**config.mk**
```make
export PLATFORM = sky130hd
export DESIGN_NAME = edge_detect_unit
export DESIGN_NICKNAME = d
export VERILOG_FILES = /design/src/rtl/edge_det_pkg.sv /design/src/rtl/edge_sync_filter.sv /design/src/rtl/edge_detect_unit.sv
export SDC_FILE = /design/constraint.sdc
export NUM_CORES = 1
export LEC_CHECK = 0
export CAP_MARGIN = 0
export CORE_MARGIN = 1.5
export CORE_UTILIZATION = 35
export DETAILED_ROUTE_END_ITERATION = 10
export MAX_ROUTING_LAYER = met4
export RECOVER_POWER = 25
export REMOVE_ABC_BUFFERS = 1
export SETUP_SLACK_MARGIN = 0.4
export SYNTH_ARGS = -nofsm -noshare
export SYNTH_HDL_FRONTEND = slang
export SYNTH_SLANG_ARGS = --single-unit
```
**constraint.sdc**
```tcl
create_clock -name Clk -period 1.8 [get_ports Clk]
set_clock_uncertainty 0.2 [all_clocks]
set_input_delay 0.36 -clock Clk [delete_from_list [all_inputs] [get_ports Clk]]
set_output_delay 0.36 -clock Clk [all_outputs]
set_load 0.1 [all_outputs]
```
**src/rtl/edge_det_pkg.sv**
```systemverilog
// Shared definitions for the edge detection unit.
// Filter state encoding, default parameters and legal parameter bounds.
package edge_det_pkg;

   typedef enum logic {
      ST_STABLE  = 1'b0,
      ST_QUALIFY = 1'b1
   } filt_st_e;

   localparam int DEF_SYNC_STAGES = 2;
   localparam int DEF_FILT_CYCLES = 4;
   localparam int DEF_CNT_W       = 8;

   localparam int SYNC_MIN  = 2;
   localparam int SYNC_MAX  = 4;
   localparam int FILT_MIN  = 1;
   localparam int FILT_MAX  = 255;
   localparam int CNT_W_MIN = 1;
   localparam int CNT_W_MAX = 32;

   // Wide enough for the largest legal qualification window.
   localparam int FCNT_W = 8;

   function automatic bit in_range(int v, int lo, int hi);
      return (v >= lo) && (v <= hi);
   endfunction

endpackage

```
**src/rtl/edge_sync_filter.sv**
```systemverilog
// Input synchroniser plus glitch filter.
// A new level is accepted once it has been seen for FILT_CYCLES cycles.
module edge_sync_filter
   import edge_det_pkg::*;
#(
   parameter int SYNC_STAGES = DEF_SYNC_STAGES,
   parameter int FILT_CYCLES = DEF_FILT_CYCLES
) (
   input  logic Clk,
   input  logic Rst_n,
   input  logic Din,
   output logic Din_filt
);

   localparam logic [FCNT_W-1:0] LAST = FCNT_W'(FILT_CYCLES - 1);

   logic [SYNC_STAGES-1:0] sync_q;
   logic                   sync_out;
   filt_st_e               st_q;
   logic [FCNT_W-1:0]      cnt_q;

   if (!in_range(SYNC_STAGES, SYNC_MIN, SYNC_MAX)) begin : g_bad_sync
      $error("edge_sync_filter: SYNC_STAGES out of range");
   end
   if (!in_range(FILT_CYCLES, FILT_MIN, FILT_MAX)) begin : g_bad_filt
      $error("edge_sync_filter: FILT_CYCLES out of range");
   end

   assign sync_out = sync_q[SYNC_STAGES-1];

   always_ff @(posedge Clk or negedge Rst_n) begin
      if (!Rst_n) begin
         sync_q <= '0;
      end else begin
         sync_q <= {sync_q[SYNC_STAGES-2:0], Din};
      end
   end

   // cnt_q holds how many consecutive mismatching samples have been seen.
   always_ff @(posedge Clk or negedge Rst_n) begin
      if (!Rst_n) begin
         st_q     <= ST_STABLE;
         cnt_q    <= '0;
         Din_filt <= 1'b0;
      end else begin
         unique case (st_q)
            ST_STABLE: begin
               cnt_q <= '0;
               if (sync_out != Din_filt) begin
                  if (LAST == '0) begin
                     Din_filt <= sync_out;
                  end else begin
                     st_q  <= ST_QUALIFY;
                     cnt_q <= FCNT_W'(1);
                  end
               end
            end
            ST_QUALIFY: begin
               if (sync_out == Din_filt) begin
                  st_q  <= ST_STABLE;
                  cnt_q <= '0;
               end else if (cnt_q == LAST) begin
                  st_q     <= ST_STABLE;
                  cnt_q    <= '0;
                  Din_filt <= sync_out;
               end else begin
                  cnt_q <= cnt_q + FCNT_W'(1);
               end
            end
         endcase
      end
   end

endmodule

```
**src/rtl/edge_detect_unit.sv**
```systemverilog
// Clock-domain-safe edge detector: filtered level, edge pulses,
// saturating per-direction counters and sticky flags.
module edge_detect_unit
   import edge_det_pkg::*;
#(
   parameter int SYNC_STAGES = DEF_SYNC_STAGES,
   parameter int FILT_CYCLES = DEF_FILT_CYCLES,
   parameter int CNT_W       = DEF_CNT_W
) (
   input  logic             Clk,
   input  logic             Rst_n,
   input  logic             Din,
   input  logic             Clr,
   output logic             Din_filt,
   output logic             Pos_pulse,
   output logic             Neg_pulse,
   output logic             Any_pulse,
   output logic [CNT_W-1:0] Pos_cnt,
   output logic [CNT_W-1:0] Neg_cnt,
   output logic             Pos_seen,
   output logic             Neg_seen
);

   localparam logic [CNT_W-1:0] CNT_MAX = '1;

   logic filt_d;

   if (!in_range(CNT_W, CNT_W_MIN, CNT_W_MAX)) begin : g_bad_cnt
      $error("edge_detect_unit: CNT_W out of range");
   end

   edge_sync_filter #(
      .SYNC_STAGES(SYNC_STAGES),
      .FILT_CYCLES(FILT_CYCLES)
   ) u_filt (
      .Clk     (Clk),
      .Rst_n   (Rst_n),
      .Din     (Din),
      .Din_filt(Din_filt)
   );

   always_ff @(posedge Clk or negedge Rst_n) begin
      if (!Rst_n) begin
         filt_d    <= 1'b0;
         Pos_pulse <= 1'b0;
         Neg_pulse <= 1'b0;
         Any_pulse <= 1'b0;
      end else begin
         filt_d    <= Din_filt;
         Pos_pulse <= Din_filt & ~filt_d;
         Neg_pulse <= ~Din_filt & filt_d;
         Any_pulse <= Din_filt ^ filt_d;
      end
   end

   // A pulse coinciding with Clr survives as a count of one.
   always_ff @(posedge Clk or negedge Rst_n) begin
      if (!Rst_n) begin
         Pos_cnt  <= '0;
         Neg_cnt  <= '0;
         Pos_seen <= 1'b0;
         Neg_seen <= 1'b0;
      end else if (Clr) begin
         Pos_cnt  <= CNT_W'(Pos_pulse);
         Neg_cnt  <= CNT_W'(Neg_pulse);
         Pos_seen <= Pos_pulse;
         Neg_seen <= Neg_pulse;
      end else begin
         if (Pos_pulse && Pos_cnt != CNT_MAX) begin
            Pos_cnt <= Pos_cnt + CNT_W'(1);
         end
         if (Neg_pulse && Neg_cnt != CNT_MAX) begin
            Neg_cnt <= Neg_cnt + CNT_W'(1);
         end
         Pos_seen <= Pos_seen | Pos_pulse;
         Neg_seen <= Neg_seen | Neg_pulse;
      end
   end

endmodule
```
==> results of run 1 <==
critical path: cells and delay by family (launching register included):
family / cells / cell delay (ns)
flip-flops: 1 / 0.36
AND/OR/NAND/NOR: 2 / 0.70
adder cells (fa/ha/maj): 1 / 0.19
multiplexers: 1 / 0.31
placed cells by master (no fill, tap or decap), types with 4 or more instances in the layout:
| master | count |
|---|---|
| buf_4 | 36 |
| dfrtp_1 | 25 |
| buf_12 | 22 |
| buf_6 | 20 |
| nand2_1 | 12 |
| dfrtp_2 | 9 |
| a31oi_1 | 7 |
| inv_1 | 6 |
| clkbuf_8 | 6 |
| a21oi_1 | 5 |
| and4_4 | 5 |
| nor3_2 | 5 |
| o21ai_0 | 4 |
| or3_1 | 4 |
| nand3_4 | 4 |
| nor2_1 | 4 |
layer usage:
layer,track usage,vias up,part of all wire
li1,-,726,-
met1,0.222,773,0.40
met2,0.299,75,0.50
met3,0.0655,18,0.060
met4,0.0692,0,0.031
met5,-,-,0
kinds of logic (layout without fill, tap and decap cells):
family | count (synthesis) | count (layout) | share of synthesized area
AND/OR/NAND/NOR | 52 | 52 | 0.195
flip-flops | 34 | 34 | 0.528
AO/OA/AOI/OAI | 39 | 39 | 0.157
XOR/XNOR | 5 | 5 | 0.0272
buffers and inverters | 12 | 97 | 0.0279
adder cells (fa/ha/maj) | 6 | 6 | 0.0465
multiplexers | 3 | 3 | 0.0194
registers in the layout, summed over array words and instances, names as in the netlist:
name,flops
Neg_pulse,1
Pos_cnt,8
u_filt.Din_filt,1
filt_d,1
Pos_pulse,1
Neg_cnt,8
u_filt.sync_q,2
Pos_seen,1
u_filt.st_q,1
Any_pulse,1
Neg_seen,1
u_filt.cnt_q,8
final cells by class:
cell class	count	area, um2
Fill cell	295	1350
Multi-Input combinational cell	105	1020
Timing Repair Buffer	82	971
Sequential cell	34	862
Clock buffer	7	86.3
Tap cell	52	65.1
Inverter	7	26.3
Clock inverter	1	5.00
timing repair:
item / in CTS / in global routing
endpoints found under the setup margin: 43 / 47
pin swaps: 22 / 13
resized for setup: 56 / 36
setup buffers: 31 / 11
through the flow:
stage	setup WS, ns	cell area [um2]
4_1_cts	-0.0723	2780
3_5_place_dp	-0.0986	2250
3_3_place_gp	-0.0276	2250
5_1_grt	-0.109	3030
6_report	-0.0839	3030
2_1_floorplan	-0.405	1590
worst paths after layout:
path | endpoint | slack [ns] | depth (start not counted) | startpoint
max | u_filt.Din_filt | -0.08 | 4 | u_filt.cnt_q[1]
min in group asynchronous | Neg_cnt[7] | 0.49 | 2 | Rst_n
min | u_filt.sync_q[1] | 0.15 | 0 | u_filt.sync_q[0]
max reg2reg | u_filt.Din_filt | -0.08 | 4 | u_filt.cnt_q[1]
max in group asynchronous | Pos_pulse | 0.31 | 2 | Rst_n
min reg2reg | u_filt.sync_q[1] | 0.15 | 0 | u_filt.sync_q[0]
power by group:
part | internal, mW | switching (mW)
Sequential | 0.911 | 0.205
Clock | 0.309 | 0.288
Combinational | 0.847 | 1.13
==> summary.md, run 1 <==
| Metric | Value |
|---|---|
| Vias in the first global route | 1,540 |
| Die area | 5020 um2 |
| Grt ovf | 0 |
| Synth area leader | dfrtp_1 |
| Worst min-delay path class | flop to flop |
| Root buf cell | clkbuf_8 |
| Commonest cells post-synth | dfrtp_1, nand2_1, a21oi_1 |
| 1st-iter DRT viols | 121 |
| Post-synthesis sequential area ratio | 0.528 |
| Global-route wire length before repair | 7.23 mm |
| Row cnt | 24 |
| EDFF count, synth | 0 |
| Measured slew at the worst slew-check pin | 0.850 ns |
| Clock Path Buffers | 2 |
| Drt first pass iters | 4 |
| Final TNS setup | -0.191 ns |
| Ys async rst share | 1.00 |
| Die Height | 70.9 um |
| Routed len/inst | 17.0 um |
| Hold slack final | 0.154 ns |
| Antenna-violating nets left | 0 |
| Peak Freq | 531 MHz |
| Layout cells sized above 1 | 0.593 |
| CP Launch Type | flop |
| CTS tree | built |
| Dpl hpwl | 2.47 mm |
| Core area | 4380 um2 |
| DRC | 0 |
| Crit path largest cell delay | 0.49 ns |
| P&R area growth vs syn | 88.0% |
| RePlAce Congestion | 0.886 |
| Final setup vio count | 6 |
| Mean Syn Cell Area | 10.7 um2 |
| Clock transition at the registers of the reported paths | 0.07 ns |
| Part of the cycle the worst path needs | 1.05 |
| Diodes inserted | 0 |
| Inserted Clock Buffers | 5 |
| Synth top area cells | dfrtp_1, ha_1, and4_1, a31oi_1, a21oi_1 |
| Yosys top cell area share | 0.528 |
| H-tree levels | 2 |
| Leak Pwr | 1.29 nW |
| Max Slew Vio Count | 0 |
| Max Fanout on Critical Path | 2 |
| Slew headroom | 0.433 |
| Power per Cell Area | 1220 nW/um2 |
| Kind of critical path | flop to flop |
| CTS Sinks | 34 |
| Die width | 70.9 um |
| Worst-Skew Late Latency | 0.29 ns |
| Initial antenna violation count | 0 |
| Nets | 245 |
| Vias post-DR | 1,592 |
| GRT Util Overall | 0.188 |
| Non-Filler Instances | 288 |
| Maximum vdd drop | 1120 uV |
| Top-Level Pins | 26 |
| CP Data Arrival Time | 1.85 ns |
| Syn Std Cell Area | 1610 um2 |
| Failing checks | negative setup slack |
| Placed Instances | 238 |
| Status | complete, but fails checks |
| Post-synth top flop | dfrtp_1 |
| RSZ-0062 raised after global routing | true |
| Final core occ | 0.691 |
| Total wire length | 4.91 mm |
| Post-synth cell types | 35 |
| Largest net degree at the start of global routing | 35 |
| Hold buffers post-CTS | 0 |
| Synthesized netlist cell count | 151 |
| FF+latch count, synth | 34 |
| WP data required | 1.77 ns |
| PnR worst setup slack | -0.0839 ns |
| Crit-path cells | ha_2 -> or4b_4 -> nor3_4 -> mux2_4 |
| PortBufs | 25 |
| Hold violation count in the final report | 0 |
| CP Capture Type | flop |
| Fin crit period | 1.88 ns |
| MaxCap Viol Count | 0 |
| CP max stage cell | or4b_4 |
| Synth warn | 0 |
| Via density per instance | 5.53 |
| Most common cell in the netlist | dfrtp_1 |
| Initial Util | 0.368 |
| Design Power | 3.69 mW |
Note: power is estimated with default switching activity, not from simulation.
==> run 2: changes to the inputs <==
--- a/config.mk
+++ b/config.mk
@@ -16,3 +16,4 @@
 export SYNTH_ARGS = -nofsm -noshare
 export SYNTH_HDL_FRONTEND = slang
 export SYNTH_SLANG_ARGS = --single-unit
+export TNS_END_PERCENT = 50
==> run 2 against run 1 <==
Effect of this change: the run still ends with negative setup slack left; critical path type unchanged; total power fell by 5.2%; global-route usage down 1.9 points; sequential power barely moved; wire length down 16%; cell count fell by 5.6%; clock power fell by 2%; sequential share of layout area increased by 2.1 points; die area unchanged; largest cell class unchanged; critical path depth unchanged; first-iteration DRC count shrank 5.8%; non-clock buffer count shrank 16.
==> summary.md, run 2 (synthesized netlist as in run 1, its figures left out) <==
| Metric | Value |
|---|---|
| Row cnt | 24 |
| Largest net degree at the start of global routing | 35 |
| Via density per instance | 5.44 |
| Buffer and inverter count on the worst path | 0 |
| GRT Util Overall | 0.169 |
| Vias in the first global route | 1,415 |
| Layout cells sized above 1 | 0.527 |
| Commonest non-fill, non-tap cell in the layout | dfrtp_1 |
| Crit path from | u_filt.cnt_q[1] |
| WP data required | 1.77 ns |
| Final setup vio count | 1 |
| FF-to-FF Start | u_filt.cnt_q[1] |
| Crit path largest cell delay | 0.49 ns |
| Failing checks | negative setup slack |
| Max Fanout on Critical Path | 2 |
| Root buf cell | clkbuf_8 |
| Hold buffers post-CTS | 0 |
| Total wire length | 4.15 mm |
| Power per Cell Area | 1240 nW/um2 |
| Maximum vdd drop | 1080 uV |
| Worst Reg-to-Reg Cells | 4 |
| Routed len/inst | 15.2 um |
| CTS Sinks | 34 |
| Measured slew at the worst slew-check pin | 0.844 ns |
| Top Registers | Neg_cnt x8, Pos_cnt x8, u_filt.cnt_q x8 |
| Vias post-DR | 1,480 |
| Diodes inserted | 0 |
| Final TNS setup | -0.0762 ns |
| Global-route wire length before repair | 6.52 mm |
| Initial antenna violation count | 0 |
| H-tree levels | 2 |
| Grt ovf | 0 |
| 1st-iter DRT viols | 114 |
| Leak Pwr | 1.18 nW |
| Drt first pass iters | 4 |
| Fin crit period | 1.88 ns |
| MaxCap Viol Count | 0 |
| # fillers | 324 |
| Top-Level Pins | 26 |
| Die area | 5020 um2 |
| P&R area growth vs syn | 74.7% |
| Die width | 70.9 um |
| Peak Freq | 533 MHz |
| Dpl cell area | 2250 um2 |
| CTS tree | built |
| Reg2Reg Setup Slack | -0.08 ns |
| Hold violation count in the final report | 0 |
| CP max stage cell | or4b_4 |
| Commonest cells after routing, fill and taps aside | dfrtp_1, buf_4, buf_12 |
| Worst-Skew Late Latency | 0.29 ns |
| Kind of critical path | flop to flop |
| Crit-path cells | ha_2 -> or4b_4 -> nor3_4 -> mux2_4 |
| Initial Util | 0.368 |
| CP Data Arrival Time | 1.84 ns |
| Post-route cell area | 2820 um2 |
| Nets | 229 |
| Dpl hpwl | 2.47 mm |
| Inserted Clock Buffers | 5 |
| Clock transition at the registers of the reported paths | 0.07 ns |
| Worst min-delay path class | flop to flop |
| Clock Path Buffers | 2 |
| RSZ-0062 raised after global routing | true |
| Worst hold stages | 0 |
| RePlAce Congestion | 0.886 |
| PortBufs | 25 |
| Top delay family on crit path | simple AND/OR/NAND/NOR gates |
| Slew headroom | 0.438 |
| Antenna-violating nets left | 0 |
| Worst path depth | 4 |
| CP Capture Type | flop |
| CP Launch Type | flop |
| Max Slew Vio Count | 0 |
| Status | complete, but fails checks |
| Die Height | 70.9 um |
| Core area | 4380 um2 |
| Part of the cycle the worst path needs | 1.04 |
| FF-to-FF End | u_filt.Din_filt |
| DRC | 0 |
| PnR worst setup slack | -0.0762 ns |
| Setup crit end | u_filt.Din_filt |
run 2: cell count changes in the layout (fill, tap and decap cells not counted), sizes merged:
cell,delta
clkinvlp,+1
buf,-16
inv,-1
run 2: layer usage:
metal / part of all wire / track usage / vias to the layer above
li1: - / - / 697
met2: 0.51 / 0.261 / 35
met4: 0.017 / 0.0524 / 0
met1: 0.43 / 0.209 / 741
met5: 0 / - / -
met3: 0.040 / 0.0613 / 7
run 2: worst min-delay path by stage:
stage | start | to
floorplan | Rst_n | Any_pulse
global placement | u_filt.sync_q[0] | u_filt.sync_q[1]
detailed placement | u_filt.sync_q[0] | u_filt.sync_q[1]
CTS | u_filt.sync_q[0] | u_filt.sync_q[1]
global route | u_filt.sync_q[0] | u_filt.sync_q[1]
finish | u_filt.sync_q[0] | u_filt.sync_q[1]
run 2: power by group:
group	total [mW]	internal (mW)	switching [mW]	leakage, nW
combinational	1.80	0.734	1.07	0.695
clock	0.585	0.309	0.277	0.0482
sequential	1.11	0.911	0.202	0.440
total	3.50	1.95	1.54	1.18
run 2: timing repair:
| item | 4_1_cts | 5_1_grt |
|---|---|---|
| pin swaps | 18 | 26 |
| resized for setup | 41 | 33 |
| endpoints found under the setup margin | 43 | 47 |
| setup buffers | 16 | 10 |
run 2: metrics by stage:
| step | hold WS (ns) | worst slack, ns | utilization | instances | total power, mW |
|---|---|---|---|---|---|
| after floorplan | -0.136 | -0.405 | - | 146 | 2.04 |
| after global placement | 0.142 | -0.0276 | 0.514 | 238 | 2.66 |
| after detailed placement | 0.143 | -0.0986 | 0.514 | 238 | 2.69 |
| after CTS | 0.158 | -0.0723 | 0.593 | 262 | 3.43 |
| after global routing | 0.160 | -0.106 | 0.643 | 272 | 3.67 |
| final | 0.154 | -0.0762 | 0.643 | 272 | 3.50 |
run 2: cell type report:
class,instances,area (um2),share of cell area
multi-input combinational,105,926,0.329
sequential,34,861,0.306
timing repair buffer,66,845,0.300
clock buffer,7,86.3,0.0306
tap,52,65.1,0.0231
inverter,7,30.0,0.0107
clock inverter,1,5.00,0.00178
==> run 3: changes to the inputs <==
--- a/config.mk
+++ b/config.mk
@@ -5,9 +5,12 @@
 export SDC_FILE = /design/constraint.sdc
 export NUM_CORES = 1
 export LEC_CHECK = 0
+export ABC_AREA = 1
+export ABC_CLOCK_PERIOD_IN_PS = 1800
 export CAP_MARGIN = 0
 export CORE_MARGIN = 1.5
 export CORE_UTILIZATION = 35
+export CTS_CLUSTER_SIZE = 16
 export DETAILED_ROUTE_END_ITERATION = 10
 export MAX_ROUTING_LAYER = met4
 export RECOVER_POWER = 25
==> run 3 against run 2 <==
Effect of this change: synthesized cell count up 44%; count of clock-buffer cells in the layout unchanged; the run now ends clean; total power up 1.8%; highest routed layer unchanged; global-route usage down 0.15 points; sequential share of layout area up 1.5 points; area after synthesis up 8.6%; die area up 8.2%; sequential cell count unchanged; combinational power up 7%; critical endpoint is now Neg_cnt[1].
==> summary.md, run 3 <==
| Metric | Value |
|---|---|
| Clk network pwr share | 0.162 |
| Mean Syn Cell Area | 8.07 um2 |
| Ys async rst share | 1.00 |
| Seq pwr share | 0.300 |
| Kind of critical path | flop to primary output |
| CP Launch Type | flop |
| Clock transition at the registers of the reported paths | 0.07 ns |
| Grt ovf | 0 |
| P&R area growth vs syn | 54.1% |
| Hold buffers post-CTS | 0 |
| MaxCap Viol Count | 0 |
| Die Height | 73.7 um |
| WP data required | 1.24 ns |
| Final TNS setup | 0 ns |
| Synth top area cells | dfrtp_1, nand2_1, inv_1, nand3_1, ha_1 |
| Root buf cell | clkbuf_8 |
| Worst min-delay path class | flop to flop |
| Global-route wire length before repair | 6.82 mm |
| Fin crit period | 1.54 ns |
| Total wire length | 4.01 mm |
| PortBufs | 25 |
| # fillers | 421 |
| Core area | 4790 um2 |
| Synth warn | 0 |
| Commonest cells post-synth | nand2_1, dfrtp_1, inv_1 |
| Combinational share of power | 0.538 |
| HP Start | u_filt.sync_q[0] |
| DRC | 0 |
| Max Slew Vio Count | 0 |
| Antenna-violating nets left | 0 |
| Top Registers | Neg_cnt x8, Pos_cnt x8, u_filt.cnt_q x8 |
| NetSw | 1.60 mW |
| Largest net degree at the start of global routing | 35 |
| Routed len/inst | 11.7 um |
| Post-synthesis sequential area ratio | 0.486 |
| Hold slack final | 0.152 ns |
| Slew headroom | 0.441 |
| Status | completed |
| EDFF count, synth | 0 |
| Nets | 285 |
| CP Data Arrival Time | 0.98 ns |
| Inserted Clock Buffers | 5 |
| Diodes inserted | 0 |
| Die area | 5440 um2 |
| Max Fanout on Critical Path | 4 |
| Dpl cell area | 2350 um2 |
| Final setup vio count | 0 |
| Design Power | 3.56 mW |
| Synthesized netlist cell count | 217 |
| FF+latch count, synth | 34 |
| Vias in the first global route | 1,587 |
| Commonest non-fill, non-tap cell in the layout | nand2_1 |
| FF-to-FF Start | Neg_cnt[1] |
| Post-route cell area | 2700 um2 |
| Initial Util | 0.366 |
| Non-Filler Instances | 343 |
| RSZ-0062 raised after global routing | true |
| H-tree levels | 2 |
| Peak Freq | 649 MHz |
| Most common cell in the netlist | nand2_1 |
| CTS tree | built |
| Pint | 1.96 mW |
| Yosys top cell area share | 0.486 |
| Post-synth top flop | dfrtp_1 |
| Crit path from | Neg_cnt[1] |
| Die width | 73.7 um |
| Initial antenna violation count | 0 |
| Power per Cell Area | 1320 nW/um2 |
| Area taken by multi-input logic gates | 841 um2 |
| Dpl hpwl | 2.55 mm |
| Vias post-DR | 1,586 |
| Synth area leader | dfrtp_1 |
| Maximum vdd drop | 1140 uV |
| GRT Util Overall | 0.168 |
| Register area | 865 um2 |
| Worst-Skew Late Latency | 0.29 ns |
| Top-Level Pins | 26 |
| Part of the cycle the worst path needs | 0.856 |
| 1st-iter DRT viols | 77 |
| Switching Share | 0.449 |
| Post-synth cell types | 22 |
| Measured slew at the worst slew-check pin | 0.839 ns |
| CP Capture Type | primary output |
| Row cnt | 25 |
| RePlAce Congestion | 0.768 |
| CTS Sinks | 34 |
| Layout cells sized above 1 | 0.333 |
| Clock Path Buffers | 2 |
| Via density per instance | 4.62 |
| Syn Std Cell Area | 1750 um2 |
| Leak Pwr | 1.31 nW |
| Commonest cells after routing, fill and taps aside | nand2_1, inv_1, dfrtp_1, buf_12, buf_4 |
| Hold violation count in the final report | 0 |
| Placed Instances | 314 |
| Drt first pass iters | 5 |
-- run 3: cell count changes in the layout (fill, tap and decap cells not counted), sizes merged, moves of 3 or more --
cell	previous run	this run
o21ai	6	2
buf	62	48
nand2	13	74
o21bai	1	4
nor3	7	1
nor2	4	26
and4	8	0
a31oi	9	1
inv	6	27
or3	4	0
nand3	5	16
and3	4	0
-- run 3: layer usage --
metal  wire [um]  global-route usage
met4          55              0.0412
met3         166              0.0453
met2        2000               0.283
met1        1790               0.198
met5           0                   -
-- run 3: worst max-delay path: stages (launching register included) --
cell and delay [ns]:
dfrtp_1 0.40, buf_6 0.14, buf_12 0.16
-- run 3: kinds of logic (layout without fill, tap and decap cells) --
logic type / after synthesis / after routing / share of synthesized area
buffers and inverters: 29 / 88 / 0.0664
adders and majority gates: 6 / 6 / 0.0429
xor gates and xnor gates: 4 / 4 / 0.0200
AOI/OAI and AO/OA: 22 / 22 / 0.0886
DFF: 34 / 34 / 0.486
and+or+nand+nor: 122 / 122 / 0.296
-- run 3: final cells by class --
type / instances / area share
clock inverter: 1 / 0.00185
tap: 67 / 0.0311
multi-input combinational: 154 / 0.312
timing repair buffer: 52 / 0.263
inverter: 28 / 0.0403
clock buffer: 7 / 0.0320
sequential: 34 / 0.320
-- run 3: timing repair --
item / 4_1_cts / 5_1_grt
pin swaps: 10 / 11
setup buffers: 11 / 10
hold endpoints to repair: 0 / 0
resized for setup: 21 / 15
endpoints found under the setup margin: 47 / 47
-- run 3: final timing paths --
kind                                     to  slack [ns]  cells past startpoint
max reg2reg                      Neg_cnt[3]        0.27                      7
min reg2reg                u_filt.sync_q[1]        0.15                      0
max                              Neg_cnt[1]        0.26                      2
min                        u_filt.sync_q[1]        0.15                      0
max in group asynchronous        Pos_cnt[5]        0.39                      2
min in group asynchronous   u_filt.cnt_q[5]        0.43                      2
-- run 3: through the flow --
step,worst slack (ns),util
global placement,0.0857,0.492
global route,0.115,0.564
CTS,0.246,0.541
finish,0.260,0.564
floorplan,-0.398,-
detailed placement,0.0617,0.492
-- run 3: power groups by stage --
stage	logic (mW)	clock network, mW	registers (mW)
CTS	1.84	0.603	1.07
finish	1.92	0.577	1.07
global route	2.01	0.635	1.09
detailed placement	1.65	0	1.10
global placement	1.64	0	1.09
floorplan	0.352	0	1.74
